File: src/rtl/triangle_setup.sv
// Triangle setup stage: signed area, winding fix-up, zero-area culling and a
// serial restoring divide producing 2^FRAC_BITS / |2*area| for the rasterizer.
module triangle_setup #(
  parameter int FRAC_BITS = 24
) (
  input  logic        axi_aclk,
  input  logic        axi_aresetn,
  input  logic        in_valid,
  output logic        in_ready,
  input  logic [8:0]  in_v1x,
  input  logic [8:0]  in_v2x,
  input  logic [8:0]  in_v3x,
  input  logic [7:0]  in_v1y,
  input  logic [7:0]  in_v2y,
  input  logic [7:0]  in_v3y,
  input  logic [15:0] in_z1,
  input  logic [15:0] in_z2,
  input  logic [15:0] in_z3,
  input  logic [7:0]  in_color,
  output logic        triangle_valid,
  input  logic        triangle_ready,
  output logic [8:0]  v1x,
  output logic [8:0]  v2x,
  output logic [8:0]  v3x,
  output logic [7:0]  v1y,
  output logic [7:0]  v2y,
  output logic [7:0]  v3y,
  output logic [15:0] z1,
  output logic [15:0] z2,
  output logic [15:0] z3,
  output logic [7:0]  color,
  output logic [31:0] inv_area,
  output logic        cull_pulse,
  output logic [15:0] tri_count,
  output logic [15:0] cull_count
);

  // Handshakes: a transfer happens on a rising edge where valid && ready;
  // valid never depends on ready, and data is held while valid && !ready.

  typedef enum logic [1:0] {IDLE, AREA, DIV, OUT} state_t;

  state_t             state;
  logic [17:0]        area_abs;
  logic [19:0]        rem;
  logic [31:0]        quo;
  logic [5:0]         bit_cnt;

  logic signed [20:0] area_s;
  logic               div_bit_in;
  logic [19:0]        rem_sh;
  logic               fits;
  logic [19:0]        rem_nx;
  logic [31:0]        quo_nx;

  // Twice the signed area; the 21-bit range holds every 9x8-bit vertex set.
  always_comb begin
    area_s = $signed({12'd0, v1x}) * ($signed({13'd0, v2y}) - $signed({13'd0, v3y}))
           + $signed({12'd0, v2x}) * ($signed({13'd0, v3y}) - $signed({13'd0, v1y}))
           + $signed({12'd0, v3x}) * ($signed({13'd0, v1y}) - $signed({13'd0, v2y}));
  end

  // Dividend 2^FRAC_BITS has a single set bit, consumed first (MSB first).
  always_comb begin
    div_bit_in = (bit_cnt == 6'(FRAC_BITS));
    rem_sh     = {rem[18:0], div_bit_in};
    fits       = (rem_sh >= {2'b00, area_abs});
    rem_nx     = fits ? (rem_sh - {2'b00, area_abs}) : rem_sh;
    quo_nx     = {quo[30:0], fits};
  end

  always_ff @(posedge axi_aclk or negedge axi_aresetn) begin
    if (!axi_aresetn) begin
      state          <= IDLE;
      in_ready       <= 1'b0;
      triangle_valid <= 1'b0;
      cull_pulse     <= 1'b0;
      v1x            <= '0;
      v2x            <= '0;
      v3x            <= '0;
      v1y            <= '0;
      v2y            <= '0;
      v3y            <= '0;
      z1             <= '0;
      z2             <= '0;
      z3             <= '0;
      color          <= '0;
      inv_area       <= '0;
      tri_count      <= '0;
      cull_count     <= '0;
      area_abs       <= '0;
      rem            <= '0;
      quo            <= '0;
      bit_cnt        <= '0;
    end else begin
      cull_pulse <= 1'b0;
      case (state)
        IDLE: begin
          in_ready <= 1'b1;
          if (in_valid && in_ready) begin
            v1x       <= in_v1x;
            v2x       <= in_v2x;
            v3x       <= in_v3x;
            v1y       <= in_v1y;
            v2y       <= in_v2y;
            v3y       <= in_v3y;
            z1        <= in_z1;
            z2        <= in_z2;
            z3        <= in_z3;
            color     <= in_color;
            tri_count <= tri_count + 16'd1;
            in_ready  <= 1'b0;
            state     <= AREA;
          end
        end
        AREA: begin
          if (area_s == 21'sd0) begin
            cull_pulse <= 1'b1;
            cull_count <= cull_count + 16'd1;
            in_ready   <= 1'b1;
            state      <= IDLE;
          end else begin
            area_abs <= 18'((area_s < 0) ? -area_s : area_s);
            // Clockwise input: swap vertices 2 and 3 so the emitted area is positive.
            if (area_s < 0) begin
              v2x <= v3x;
              v3x <= v2x;
              v2y <= v3y;
              v3y <= v2y;
              z2  <= z3;
              z3  <= z2;
            end
            rem     <= '0;
            quo     <= '0;
            bit_cnt <= 6'(FRAC_BITS);
            state   <= DIV;
          end
        end
        DIV: begin
          rem     <= rem_nx;
          quo     <= quo_nx;
          bit_cnt <= bit_cnt - 6'd1;
          if (bit_cnt == 6'd0) begin
            inv_area       <= quo_nx;
            triangle_valid <= 1'b1;
            state          <= OUT;
          end
        end
        OUT: begin
          if (triangle_ready) begin
            triangle_valid <= 1'b0;
            in_ready       <= 1'b1;
            state          <= IDLE;
          end
        end
        default: state <= IDLE;
      endcase
    end
  end

endmodule

File: config.mk
export PLATFORM = sky130hd
export DESIGN_NAME = triangle_setup
export DESIGN_NICKNAME = d
export VERILOG_FILES = /design/src/rtl/triangle_setup.sv
export SDC_FILE = /design/constraint.sdc
export NUM_CORES = 1
export LEC_CHECK = 0
export ABC_AREA = 1
export ABC_CLOCK_PERIOD_IN_PS = 9000
export BUFFER_PORTS_ARGS = -buffer_cell sky130_fd_sc_hd__buf_2
export CAP_MARGIN = 20
export CORE_UTILIZATION = 32
export CTS_CLUSTER_SIZE = 30
export DETAILED_ROUTE_END_ITERATION = 16
export GPL_ROUTABILITY_DRIVEN = 0
export HOLD_SLACK_MARGIN = 0.12
export PLACE_DENSITY_LB_ADDON = 0.15
export SLEW_MARGIN = 10
export SYNTH_ARGS = -nofsm -noshare
export SYNTH_HDL_FRONTEND = slang
export SYNTH_SLANG_ARGS = --single-unit
File: constraint.sdc
create_clock -name axi_aclk -period 9 [get_ports axi_aclk]
set_clock_uncertainty 0.2 [all_clocks]
set_input_delay 1.8 -clock axi_aclk [delete_from_list [all_inputs] [get_ports axi_aclk]]
set_output_delay 1.8 -clock axi_aclk [all_outputs]
set_load 0.01 [all_outputs]
# Word-level counts from Yosys, hierarchy flattened
# Cells that the tools add are included.
totals:
  reg_bits: 250
  input_bits: 111
  output_inout_bits: 174
  elab_cells: 110
op_classes:
  n_addsub: 10
  multipliers: 3
  order_cmp: 2
  n_eq_ne: 10
  muxes: 46
  bitwise_logic: 1
  n_reduce_logical: 17
op_table:
  columns: ["op", "n"]
  rows:
  - ["$mux 16", 6]
  - ["$pmux 16 s2", 2]
  - ["$pmux 31 s2", 1]
  - ["$mul 10x9->19", 3]
  - ["$mux 9", 6]
  - ["$mux 8", 6]
  - ["$mux 19", 2]
  - ["$pmux 19 s2", 1]
  - ["$pmux 9 s2", 2]
  - ["$add 16x1->16 const B", 2]
  - ["$pmux 8 s2", 2]
  - ["$mux 31", 1]
  - ["$sub 8x8->9", 3]
  - ["$add 20x19->21", 1]
  - ["$logic_not 21->1", 1]
  - ["$lt 21x1->1 const B", 1]
  - ["$add 19x19->20", 1]
  - ["$ge 20x18->1", 1]
  - ["$sub 19x18->19", 1]
  - ["$mux 18", 1]
  - ["$neg 18->18", 1]
  - ["$ne 2x2->1 const B", 6]
  - ["$pmux 6 s2", 1]
  - ["$reduce_and 2->1", 5]
  - ["18 further kinds", 32]

# Logic depth before layout (Yosys ltp)
depth:
  ltp_word: 8
  depth_mapped: 46
  mapped_depth_nobuf: 45

# Worst setup path after synthesis
# No wires, ideal clock.
synth_path:
  kind: "register -> register"
  from: "register v3y[0]"
  to: "register with a tool-made name"
  setup_ns: 0.124
  arrival_ns: 8.130
  t_required_ns: 8.676
  slack_ns: 0.545
  stages_incl_launch_ff: 38
  n_path_buf: 1
  synth_period_minus_slack_ns: 8.455
  path_cell_list: "dfrtp_1 inv_1 ha_1 fa_1 o21ai_0 a21oi_1 o21ai_0 a21o_1 a21oi_1 clkinv_1 nor2_1 fa_1 inv_1 fa_1 fa_1 fa_1 fa_1 fa_1 [... 2 more ...] inv_1 ha_1 nand2_2 inv_2 a21oi_1 nand2_1 nand2_1 nand2_1 nand2_1 nand2_1 nor2_2 nand2_1 nor2_4 nand2_4 nand2_4 buf_6 nand2_2 or2_1"
synth_lines:
  columns: ["element", "line", "source"]
  rows:
  - ["start, declared", "27", "output logic [7:0] v3y,"]
  - ["start signal, assigned", "106", "v3y <= in_v3y;"]
  - ["start signal, assigned", "129", "v3y <= v2y;"]

# Final worst setup path
layout_path:
  from: "register v3y[2]"
  to: "register v2x[6]"
layout_between:
  elab_chain_len: 7
  word_cells_on_any_way: 11
  cone_classes: "add/sub (4); mul (2); order compare (1); eq/ne (2); reduce/logical (2)"
layout_lines:
  columns: ["element", "line", "source"]
  rows:
  - ["$sub 8x8->9 (on tied branches)", "58, 59", null]
  - ["$mul 10x9->19 (on tied branches)", "58, 59", null]
  - ["$add 19x19->20 *", "59", "+ $signed({12'd0, v2x}) * ($signed({13'd0, v3y}) - $signed({13'd0, v1y}))"]
  - ["$add 20x19->21 *", "60", "+ $signed({12'd0, v3x}) * ($signed({13'd0, v1y}) - $signed({13'd0, v2y}));"]
  - ["$lt 21x1->1 / $logic_not 21->1 (equally long branches)", "125, 117", null]
  - ["$ne 2x2->1 (no line)", null, null]
  - ["$reduce_and 4->1 (no line) *", null, null]
  - ["end signal, assigned", "102", "v2x <= in_v2x;"]
  - ["end signal, assigned", "126", "v2x <= v3x;"]
  - ["end, declared", "23", "output logic [8:0] v2x,"]
# Every way passes the cells marked *; elsewhere a longest branch is shown, timed or not.
# A chain may end at the register's enable or synchronous reset.

==> impl_metrics.yaml <==
status:
  status: "finished clean"
final_layout:
  syn2layout_area_growth_pct: 18.86
  antenna_cells: 0
  num-nets-final: 3554
  drive_gt1_share_pct: 17.25
  fin_area_um2: 26440
setup_path:
  rr_worst_depth: 41
  crit_family: "adder cells"
  cpMostUsedCell: "nand2_1"
  cp_max_fo: 16
  worst_setup_path_end_kind: "flip-flop"
  worst_setup_path_start_kind: "flip-flop"
  crit_cells: 41
  slowest_stage: "fa_1"
  required_ns: 9.29
  rrSetupSlack_ns: 0.36
  path_class: "flip-flop to flip-flop"
  timing.rr.end: "v2x[6]"
  reg2reg_from: "v3y[2]"
  arrival_ns: 8.93
  slowest_delay_ns: 0.58
  critPathBufInv: 10
route:
  ant_nets: 0
  drc: 0
  vias: 18753
  drt_iter0_markers: 971
  drt-vias-per-instance: 4.692
  wirelength_um: 66760
  drt-pass1-iter-count: 5
  wl_per_cell_um: 16.70
cts:
  root_buffer: "clkbuf_16"
  cts_made_buffers: 31
  clk_path_buf_depth: 3
  clkLatencyLatePin_ns: 0.59
  cts.sinks: 250
  cts_tree: "done"
  htreeDepth: 1
  clk_pin_slew_ns: 0.06
timing:
  final_hold_viol_count: 0
  min_period_ns: 8.637
  post-route-worst-setup-slack_ns: 0.3631
  setup_viol: 0
  slew_headroom_pct: 33.29
  tightestPinTransition_ns: 1.001
  clock.fmax_mhz: 115.8
  timing.final.crit_share_pct: 95.97
  final_max_slew_viol_count: 0
hold_path:
  hold_depth: 2
  hp-class: "flip-flop to flip-flop"
  min_from: "inv_area[13]"
  holdPathEnd: "inv_area[13]"
yosys:
  ys_async_sr_fraction_pct: 100.0
  synthTopCellsByCount: "658 x nand2_1, 455 x inv_1, 271 x nor2_1"
  synthesis.area_um2: 22240
  synth_edf_count: 0
  synth_area_leaders: "dfrtp_1 28%, fa_1 20%, nand2_1 11%, ha_1 10%, inv_1 7.7%"
  synth-seq-area-share_pct: 28.12
  synth-seq-cells: 250
  syn_area_per_cell_um2: 8.154
  synth_top_area_share_pct: 28.12
  syn_nets: 3238
  synth_ff_type: "dfrtp_1"
  synthCells: 2728
  yosysTopAreaCell: "dfrtp_1"
  yosys_warnings: 0
  synthMostInstantiatedCell: "nand2_1"
  ys_types: 45
die:
  initial_utilization_pct: 32.38
  die_h_um: 265.7
  die_w_um: 265.7
  core_region_area_um2: 68710
  rows: 96
  dieArea_um2: 70570
  pin_count: 285
flow_run:
  cap_viol_max_count: 0
place:
  post_dp_cell_area_um2: 24970
  hpwl_um: 52270
  place_ws_ns: 0.02671
  numPortBuffers: 284
global_routing:
  grt_use_total_pct: 18.87
  grt_pass1_vias: 19626
  busiest_layer: "met2"
  use_met1_pct: 23.29
  grt_use_met2_pct: 33.62
  antenna_found_initial: 3
  grt_pass1_wl_um: 105800
  grt_max_degree: 135
  overflow: 0
  grtUsageMet3_pct: 3.481
==> kinds of logic after synthesis <==
group / count (synthesis) / share of synthesized area, %
AND/OR/NAND/NOR: 1160 / 21.66
XOR/XNOR: 65 / 2.559
AO/OA/AOI/OAI: 286 / 7.678
flip-flops: 250 / 28.12
buffers and inverters: 568 / 10.15
adder cells (fa/ha/maj): 399 / 29.83
==> stage by stage <==
step	hold slack [ns]	instances	utilization [%]	setup TNS, ns
5_1_grt	0.2898	3997	38.48	-0.4712
2_1_floorplan	0.2491	2728	-	0
4_1_cts	0.2681	3979	37.83	0
3_5_place_dp	0.2536	3924	36.34	0
3_3_place_gp	0.2547	3924	36.34	0
6_report	0.2646	3997	38.48	0
==> what timing repair did <==
item                                   CTS  global route
setup endpoints to repair                4           159
endpoints found under the hold margin    0             0
gates cloned                             0             3
buffers inserted                         0            13
pin swaps                                0            14
hold buffers                             0             0
gates resized for setup                  1            50
==> worst reg2reg max path, delay by kind of cell (launching register included) <==
family	cells	cell delay (ns)
AOI/OAI and AO/OA	6	0.77
xor gates and xnor gates	1	0.20
adders and majority gates	10	4.63
buffers and inverters	10	1.26
DFF	1	0.40
and+or+nand+nor	14	1.07
==> placed cells by master, fill, tap and decap left out, types with 34 or more instances in the layout <==
cell / count
a21oi_1: 45
buf_2: 283
buf_4: 63
clkbuf_16: 34
dfrtp_1: 248
fa_1: 213
ha_1: 170
inv_1: 452
nand2_1: 657
nand3_1: 132
nor2_1: 268
o211ai_1: 63
o21ai_0: 72
o21ai_1: 70
xor2_1: 36
==> registers in the layout, summed over array words and instances, names as in the netlist, 6 cells and up, named ones only <==
signal and cells:
v1x 9, z1 16, color 8, bit_cnt 6
z3 16, rem 19, v2x 9, v3y 8
area_abs 18, z2 16, cull_count 16, inv_area 32
quo 31, v3x 9, v1y 8, v2y 8
tri_count 16
==> worst max path at each step <==
stage | from | end | slack (ns)
final | v3y[2] | v2x[6] | 0.36
after global placement | v1y[0] | area_abs[12] | 0.12
after global routing | v3y[2] | v2x[6] | -0.03
after CTS | v1y[2] | v2x[6] | 0.01
after floorplan | v3y[0] | flip-flop | 0.55
after detailed placement | v1y[0] | area_abs[15] | 0.03
==> metal layers <==
metal / wire, µm / share of wire (%)
met1: 28440 / 43
met2: 33330 / 50
met3: 3429 / 5.1
met4: 1530 / 2.3
met5: 23 / 0.034
==> area by class of cell <==
type,count,area (µm²)
inverter,489,1836
clock buffer,47,925.9
multi-input combinational,1910,13940
fill,7215,42270
clock inverter,8,92.59
sequential,250,6259
tap,931,1165
timing repair buffer,362,2217
Power is left out: the tool's default activity adds up to more than one toggle a clock period on the data nets, which glitch-free logic cannot reach.
